File: src/rtl/clock_phase_monitor_if.sv
// clock_phase_monitor_if: groups the phase inputs and health/status outputs of
// clock_phase_monitor.
//   phA, phB     divider clk1/clk2, sampled as data by the monitor
//   clearFault   single-cycle request to leave FAULT
//   locked       high only in LOCKED
//   fault        high only in FAULT
//   phase        registered phA sample while LOCKED, else 0
//   errCount     saturating count of bad evaluations seen in LOCKED
//   state        IDLE=0, ACQUIRE=1, LOCKED=2, FAULT=3
// master drives the phases and clearFault; slave is the monitor.
interface clock_phase_monitor_if #(
    parameter int unsigned ERR_W = 8
);
    logic             phA;
    logic             phB;
    logic             clearFault;
    logic             locked;
    logic             fault;
    logic             phase;
    logic [ERR_W-1:0] errCount;
    logic [1:0]       state;

    modport master (
        output phA, phB, clearFault,
        input  locked, fault, phase, errCount, state
    );

    modport slave (
        input  phA, phB, clearFault,
        output locked, fault, phase, errCount, state
    );
endinterface

File: src/rtl/clock_phase_monitor.sv
// clock_phase_monitor: samples the divider's two-phase outputs in the clkIn
// domain, checks that they are complementary and toggle every clkIn edge,
// declares lock after LOCK_CYCLES good evaluations, counts violations while
// locked and latches a fault after MAX_MISS consecutive bad evaluations.
//   clkIn  fast reference clock, all logic on posedge
//   reset  synchronous, active-high reset
//   bus    clock_phase_monitor_if.slave (phA, phB, clearFault in;
//          locked, fault, phase, errCount, state out)
module clock_phase_monitor #(
    parameter int unsigned LOCK_CYCLES = 4,
    parameter int unsigned MAX_MISS    = 3,
    parameter int unsigned ERR_W       = 8
) (
    input logic                  clkIn,
    input logic                  reset,
    clock_phase_monitor_if.slave bus
);
    localparam int unsigned GW = $clog2(LOCK_CYCLES + 1);
    localparam int unsigned MW = $clog2(MAX_MISS + 1);

    typedef enum logic [1:0] {
        StIdle    = 2'd0,
        StAcquire = 2'd1,
        StLocked  = 2'd2,
        StFault   = 2'd3
    } state_e;

    state_e           stateQ, stateD;
    logic [1:0]       curQ, curD;     // {a, b} sample
    logic [1:0]       prevQ, prevD;
    logic [1:0]       fillQ, fillD;   // number of valid samples held, 0..2
    logic [GW-1:0]    goodCntQ, goodCntD;
    logic [MW-1:0]    missCntQ, missCntD;
    logic [ERR_W-1:0] errCountQ, errCountD;

    logic valid, good, bad;

    // Evaluation uses the pre-edge samples; needs two of them to see a toggle.
    assign valid = (fillQ == 2'd2);
    assign good  = (curQ[1] != curQ[0]) && (curQ[1] != prevQ[1]);
    assign bad   = valid && !good;

    always_comb begin
        stateD    = stateQ;
        curD      = curQ;
        prevD     = prevQ;
        fillD     = fillQ;
        goodCntD  = goodCntQ;
        missCntD  = missCntQ;
        errCountD = errCountQ;

        // FAULT freezes the sample pipeline so the outputs hold.
        if (stateQ != StFault) begin
            curD  = {bus.phA, bus.phB};
            prevD = curQ;
            fillD = (fillQ == 2'd2) ? 2'd2 : fillQ + 2'd1;
        end

        unique case (stateQ)
            StIdle: begin
                if (fillD == 2'd2) begin
                    stateD = StAcquire;
                end
            end
            StAcquire: begin
                if (valid && good) begin
                    if (goodCntQ == GW'(LOCK_CYCLES - 1)) begin
                        stateD   = StLocked;
                        goodCntD = '0;
                        missCntD = '0;
                    end else begin
                        goodCntD = goodCntQ + GW'(1);
                    end
                end else if (bad) begin
                    goodCntD = '0;
                end
            end
            StLocked: begin
                if (valid && good) begin
                    missCntD = '0;
                end else if (bad) begin
                    if (errCountQ != '1) begin
                        errCountD = errCountQ + ERR_W'(1);
                    end
                    missCntD = missCntQ + MW'(1);
                    if (missCntQ == MW'(MAX_MISS - 1)) begin
                        stateD = StFault;
                    end
                end
            end
            StFault: begin
                if (bus.clearFault) begin
                    stateD   = StIdle;
                    fillD    = 2'd0;
                    goodCntD = '0;
                    missCntD = '0;
                end
            end
            default: stateD = StIdle;
        endcase
    end

    always_ff @(posedge clkIn) begin
        if (reset) begin
            stateQ    <= StIdle;
            curQ      <= 2'b00;
            prevQ     <= 2'b00;
            fillQ     <= 2'd0;
            goodCntQ  <= '0;
            missCntQ  <= '0;
            errCountQ <= '0;
        end else begin
            stateQ    <= stateD;
            curQ      <= curD;
            prevQ     <= prevD;
            fillQ     <= fillD;
            goodCntQ  <= goodCntD;
            missCntQ  <= missCntD;
            errCountQ <= errCountD;
        end
    end

    // All outputs decode registers only.
    assign bus.locked   = (stateQ == StLocked);
    assign bus.fault    = (stateQ == StFault);
    assign bus.phase    = (stateQ == StLocked) ? curQ[1] : 1'b0;
    assign bus.errCount = errCountQ;
    assign bus.state    = stateQ;
endmodule

File: src/flat_wrapper.sv
// flat-port wrapper written by rule: the top's interface ports become plain ports
module clock_phase_monitor_flat 
#(
    parameter int unsigned LOCK_CYCLES = 4,
    parameter int unsigned MAX_MISS    = 3,
    parameter int unsigned ERR_W       = 8
)
  (clkIn, reset, bus_phA, bus_phB, bus_clearFault, bus_locked, bus_fault, bus_phase, bus_errCount, bus_state);
  clock_phase_monitor_if #(.ERR_W(ERR_W)) bus_i ();
  input logic clkIn;
  input logic reset;
  input wire logic [$bits(bus_i.phA)-1:0] bus_phA;
  input wire logic [$bits(bus_i.phB)-1:0] bus_phB;
  input wire logic [$bits(bus_i.clearFault)-1:0] bus_clearFault;
  output wire logic [$bits(bus_i.locked)-1:0] bus_locked;
  output wire logic [$bits(bus_i.fault)-1:0] bus_fault;
  output wire logic [$bits(bus_i.phase)-1:0] bus_phase;
  output wire logic [$bits(bus_i.errCount)-1:0] bus_errCount;
  output wire logic [$bits(bus_i.state)-1:0] bus_state;
  assign bus_i.phA = bus_phA;
  assign bus_i.phB = bus_phB;
  assign bus_i.clearFault = bus_clearFault;
  assign bus_locked = bus_i.locked;
  assign bus_fault = bus_i.fault;
  assign bus_phase = bus_i.phase;
  assign bus_errCount = bus_i.errCount;
  assign bus_state = bus_i.state;
  clock_phase_monitor #(.LOCK_CYCLES(LOCK_CYCLES), .MAX_MISS(MAX_MISS), .ERR_W(ERR_W)) u_core (.clkIn(clkIn), .reset(reset), .bus(bus_i));
endmodule
File: config.mk
export PLATFORM = sky130hd
export DESIGN_NAME = clock_phase_monitor_flat
export DESIGN_NICKNAME = d
export VERILOG_FILES = /design/src/rtl/clock_phase_monitor_if.sv /design/src/rtl/clock_phase_monitor.sv /design/src/flat_wrapper.sv
export SDC_FILE = /design/constraint.sdc
export NUM_CORES = 1
export LEC_CHECK = 0
export CORE_ASPECT_RATIO = 1.1
export CORE_MARGIN = 8
export CORE_UTILIZATION = 55
export DETAILED_ROUTE_END_ITERATION = 7
export DONT_BUFFER_PORTS = 1
export PLACE_DENSITY = 0.73
export SLEW_MARGIN = 20
export SYNTH_ARGS = -nofsm -noshare
export SYNTH_HDL_FRONTEND = slang
export SYNTH_SLANG_ARGS = --single-unit
File: constraint.sdc
create_clock -name clkIn -period 1.6 [get_ports clkIn]
set_input_delay 0.4 -clock clkIn [delete_from_list [all_inputs] [get_ports clkIn]]
set_output_delay 0.4 -clock clkIn [all_outputs]
set_load 0.1 [all_outputs]
# Word level (Yosys, flattened, before mapping)
# Cells that the tools add are included.
[word_totals]
romBits = 0
elab_cells = 66
latch_bits = 0
memories = 0
register_bits = 21
ramBits = 0
[op_classes]
mux = 23
n_shift = 0
add_sub_neg = 4
reduce_logical = 11
magnitude_cmp = 0
eq_ne = 20
div_mod_pow = 0
bitwise_logic = 1
multipliers = 0
[ops]
columns = ["op", "n"]
rows = [
  ["$mux 2", 15],
  ["$mux 3", 4],
  ["$eq 2x2->1 const B", 5],
  ["$ne 2x1->1 const B", 5],
  ["$add 8x1->8 const B", 1],
  ["$ne 8x8->1 const B", 1],
  ["$pmux 2 s4", 1],
  ["$reduce_and 7->1", 1],
  ["$ne 2x2->1 const B", 3],
  ["$ne 3x1->1 const B", 2],
  ["$pmux 2 s3", 1],
  ["$pmux 3 s2", 1],
  ["$reduce_and 5->1", 1],
  ["$add 2x1->2 const B", 2],
  ["$reduce_and 4->1", 1],
  ["$add 3x1->3 const B", 1],
  ["$eq 3x2->1 const B", 1],
  ["$logic_and 1x1->1", 3],
  ["$reduce_and 3->1", 1],
  ["$reduce_bool 3->1", 1],
  ["$eq 2x1->1 const B", 1],
  ["$logic_not 2->1", 1],
  ["$ne 1x1->1", 2],
  ["$reduce_bool 2->1", 1],
  ["3 further kinds", 3],
]

# Longest topological paths before layout
[logic_depth]
ltp_word = 7
depth_mapped = 7
mapped_depth_nobuf = 6

# Least setup slack after synthesis
# No wires, ideal clock.
[synth_timing]
kind = "flip-flop to flip-flop"
from = "register u_core.stateQ[1], in the netlist u_core.bus.state[1]"
to = "register u_core.errCountQ[6], in the netlist u_core.bus.errCount[6]"
stages_incl_launch_ff = 6
required_time_ns = 1.483
path_slack_ns = -1.716
arrival_time_ns = 3.199
cell_sequence = "dfxtp_1 ha_1 nand2_1 or3_4 or4b_1 o211a_1"
[synth_via]
elab_chain_len = 2
[synth_lines]
columns = ["element", "line", "source"]
rows = [
  ["start, declared", "clock_phase_monitor.sv:28", "state_e stateQ, stateD;"],
  ["start signal, assigned", "clock_phase_monitor.sv:105", "stateQ <= StIdle;"],
  ["start signal, assigned", "clock_phase_monitor.sv:113", "stateQ <= stateD;"],
  ["$eq 2x2->1", "--", ""],
  ["named net bus_locked", "flat_wrapper.sv:15", "output wire logic [$bits(bus_i.locked)-1:0] bus_locked;"],
  ["$reduce_and 4->1 (no source line)", "--", ""],
  ["end signal, assigned", "clock_phase_monitor.sv:119", "errCountQ <= errCountD;"],
  ["end, declared", "clock_phase_monitor.sv:34", "logic [ERR_W-1:0] errCountQ, errCountD;"],
]
# The timed path passes the listed nets, and every way through them passes these cells.
# A chain may end at the register's enable or synchronous reset.

# Worst setup path in the final report
[layout_timing]
from = "register u_core.stateQ[0], in the netlist u_core.bus.state[0]"
to = "register u_core.errCountQ[3], in the netlist u_core.bus.errCount[3]"
[layout_via]
elab_chain_len = 2
[layout_lines]
columns = ["element", "line", "source"]
rows = [
  ["$eq 2x2->1", "clock_phase_monitor.sv:59", "unique case (stateQ)"],
  ["$reduce_and 4->1 (no source line)", "--", ""],
]
# Every way passes these cells.

==> out/results.tsv <==
stage	metric	value	unit
routing	Vias	1367	
timing	final-report setup violation count	15	
timing	skew final	0.00973	ns
global_route	GR Util All Layers	18.1	%
timing	Least-Margin Pin Slew	0.466	ns
run_status	status	finished, violations left	
yosys	fraction of registers with async set/reset	0	%
placed_design	Post-Place Cells	190	
timing	fin. max-slew vios	0	
timing	hold_ws	0.124	ns
global_route	initial antenna violation count	0	
global_route	vias in the first global route	1247	
pwr	power density over the cells	1360	mW/mm2
routing	Wirelength per Cell	22.0	um
worst_setup_path	Reg2Reg Depth	7	
global_route	total gr overflow	0	
placed_design	Place WS	-0.155	ns
yosys	synthesized flop and latch total	20	
clocking	Clock Path Buffers	2	
die	core footprint	0.00200	mm2
worst_hold_path	Worst Hold Class	in -> reg	
final_layout	post-layout util	91.6	%
clocking	clock transition at the registers of the reported paths	0.13	ns
timing	f_max	566	MHz
clocking	clk_lat worst skew	0.31	ns
routing	Post-DRT Antenna Nets	0	
final_layout	fin cells	203	
pwr	Lkg Pwr	0.711	nW
timing	normalized max-slew margin	68.9	%
yosys	Synth cell types	36	
run_status	failing checks	negative setup slack	
timing	min cycle time layout	1.77	ns
final_layout	area delta synth->final	59.5	%
die	Die ar.	0.00381	mm2
worst_setup_path	CP Launch Type	register	
pwr	Overall Power	2.50	mW
clocking	root buf cell	clkbuf_4	
die	starting density of the core	57.4	%
die	die height	63.9	um
placed_design	GPL Wtd Cong	0.870	
yosys	Syn Std Cell Area	0.00115	mm2
timing	TNS Setup	-1.54	ns
clocking	Post-CTS Hold Fix Bufs	0	
global_route	global-route wire length before repair	5.50	mm
yosys	Post-Synthesis Net Count	147	
worst_hold_path	worst hold stages	1	
clocking	CTS tree	done	
global_route	largest net degree at the start of global routing	18	
routing	# DRC	0	
routing	DR pass1 iterations	5	
routing	Post-Route WL	4.47	mm
worst_setup_path	WP data arrival	2.02	ns
run	Max-Cap Viols	0	
placed_design	HPWL Detailed	2.19	mm
final_layout	share of cells above drive strength 1	49.7	%
routing	Initial DRC Count	110	
pwr	Max VDD drop	1080	uV
clocking	Clock Sinks	20	
worst_setup_path	Crit Path Max Fanout	6	
placed_design	# port buffers	0	
routing	vias per cell	6.73	
yosys	post-synthesis sequential area ratio	34.9	%
yosys	Area contributors post-synth	dfxtp_1 (35%), ha_1 (9.8%), a21oi_1 (5.7%)	
timing	RSZ-0062 raised after global routing	true	
die	chip width	59.6	um
worst_setup_path	Worst Path Required	1.85	ns
worst_setup_path	CP endpoint kind	register	
final_layout	Final Net Count	190	
die	# IOs	18	
clocking	H-Tree Depth	1	
worst_setup_path	crit path kind	reg -> reg	
yosys	area leader, netlist	dfxtp_1	
timing	final worst slack	-0.166	ns
timing	endpoints failing hold	0	
die	Rows	17	
yosys	Avg Cell Area, Syn	8.63	um2
final_layout	final instance area	0.00183	mm2
yosys	synth warn	0	
final_layout	fillers	88	
timing	final period utilization	110	%
yosys	top_reg_cell synth	dfxtp_1	
clocking	CTS buffer count	3	
yosys	Post-Syn Instances	133	
yosys	Synth top area share	34.9	%
yosys	EDFF count, synth	0	
yosys	Post-synth top cells	dfxtp_1 (20), a21oi_1 (13), nor2_1 (10), ha_1 (9), o21ai_0 (9)	
yosys	top-count cell post-synth	dfxtp_1	
placed_design	placed instance area	0.00149	mm2
final_layout	n_diodes	0	
report_power, final:
part	switching (mW)	leakage, nW	internal, mW
sequential	0.0622	0.167	0.561
combinational	0.806	0.516	0.641
clock	0.172	0.0279	0.253
worst max-delay path: stages (launching register included):
cell and delay, ns:
dfxtp_4 0.38, inv_4 0.06, ha_4 0.15, nand2_4 0.06
or3_4 0.38, buf_6 0.14, or4_1 0.40, a21oi_1 0.13
sequential cells by signal, summed over array words and instances (netlist names):
name,flops
u_core.fillQ,2
u_core.bus.state,2
u_core.curQ,2
u_core.missCntQ,2
u_core.goodCntQ,3
u_core.prevQ,1
u_core.bus.errCount,8
final cells by class:
type,instances,area (um2),share of cell area (%)
clock buffers,3,22.5,1.23
clock inverters,1,30.0,1.64
inverters,8,35.0,1.91
multi-input cells,100,891,48.7
flip-flops and latches,20,419,22.9
well taps,28,35.0,1.91
repair buffers,43,398,21.7
routing by layer:
metal,wire length (um),part of all wire [%],vias to the layer above,track usage [%]
met1,1600,36,638,18.6
met5,0,0,-,0
met4,320,7.2,0,6.27
met2,2170,49,109,33.6
met3,380,8.5,36,4.80
li1,-,-,584,-
kinds of logic (layout without fill, tap and decap cells):
family / count (synthesis) / after routing / share of synthesized area (%)
multiplexers: 5 / 5 / 4.36
flip-flops: 20 / 20 / 34.9
buffers and inverters: 13 / 55 / 4.36
AND/OR/NAND/NOR: 49 / 49 / 25.8
adder cells (fa/ha/maj): 9 / 9 / 9.81
AO/OA/AOI/OAI: 37 / 37 / 20.7
timing repair:
item,CTS,global route
setup buffers,7,5
gates resized for setup,29,21
setup endpoints to repair,17,18
pin swaps,17,18
cells in the final DEF (no fill, tap or decap), types with 4 or more instances in the layout:
cell / Yosys / layout
o21ai_0: 9 / 6
nor2_1: 10 / 9
buf_4: 0 / 31
ha_4: 0 / 6
nand4_1: 4 / 4
buf_6: 0 / 8
o31ai_1: 5 / 4
mux2i_1: 5 / 4
dfxtp_2: 0 / 6
nand3_1: 4 / 4
o211a_1: 4 / 4
nor2b_1: 6 / 4
inv_1: 8 / 4
a21oi_1: 13 / 11
dfxtp_1: 20 / 11
worst paths after layout:
kind | startpoint | endpoint | slack, ns
worst min-delay path | reset | u_core.bus.errCount[1]$_SDFFE_PP0P_ | 0.12
worst max-delay path | u_core.bus.state[0]$_SDFFE_PP0P_ | u_core.bus.errCount[3]$_SDFFE_PP0P_ | -0.17
worst min register to register | u_core.missCntQ[1]$_SDFFE_PP0P_ | u_core.missCntQ[1]$_SDFFE_PP0P_ | 0.51
worst max register to register | u_core.bus.state[0]$_SDFFE_PP0P_ | u_core.bus.errCount[3]$_SDFFE_PP0P_ | -0.17
Note: power is estimated with default switching activity, not from simulation.
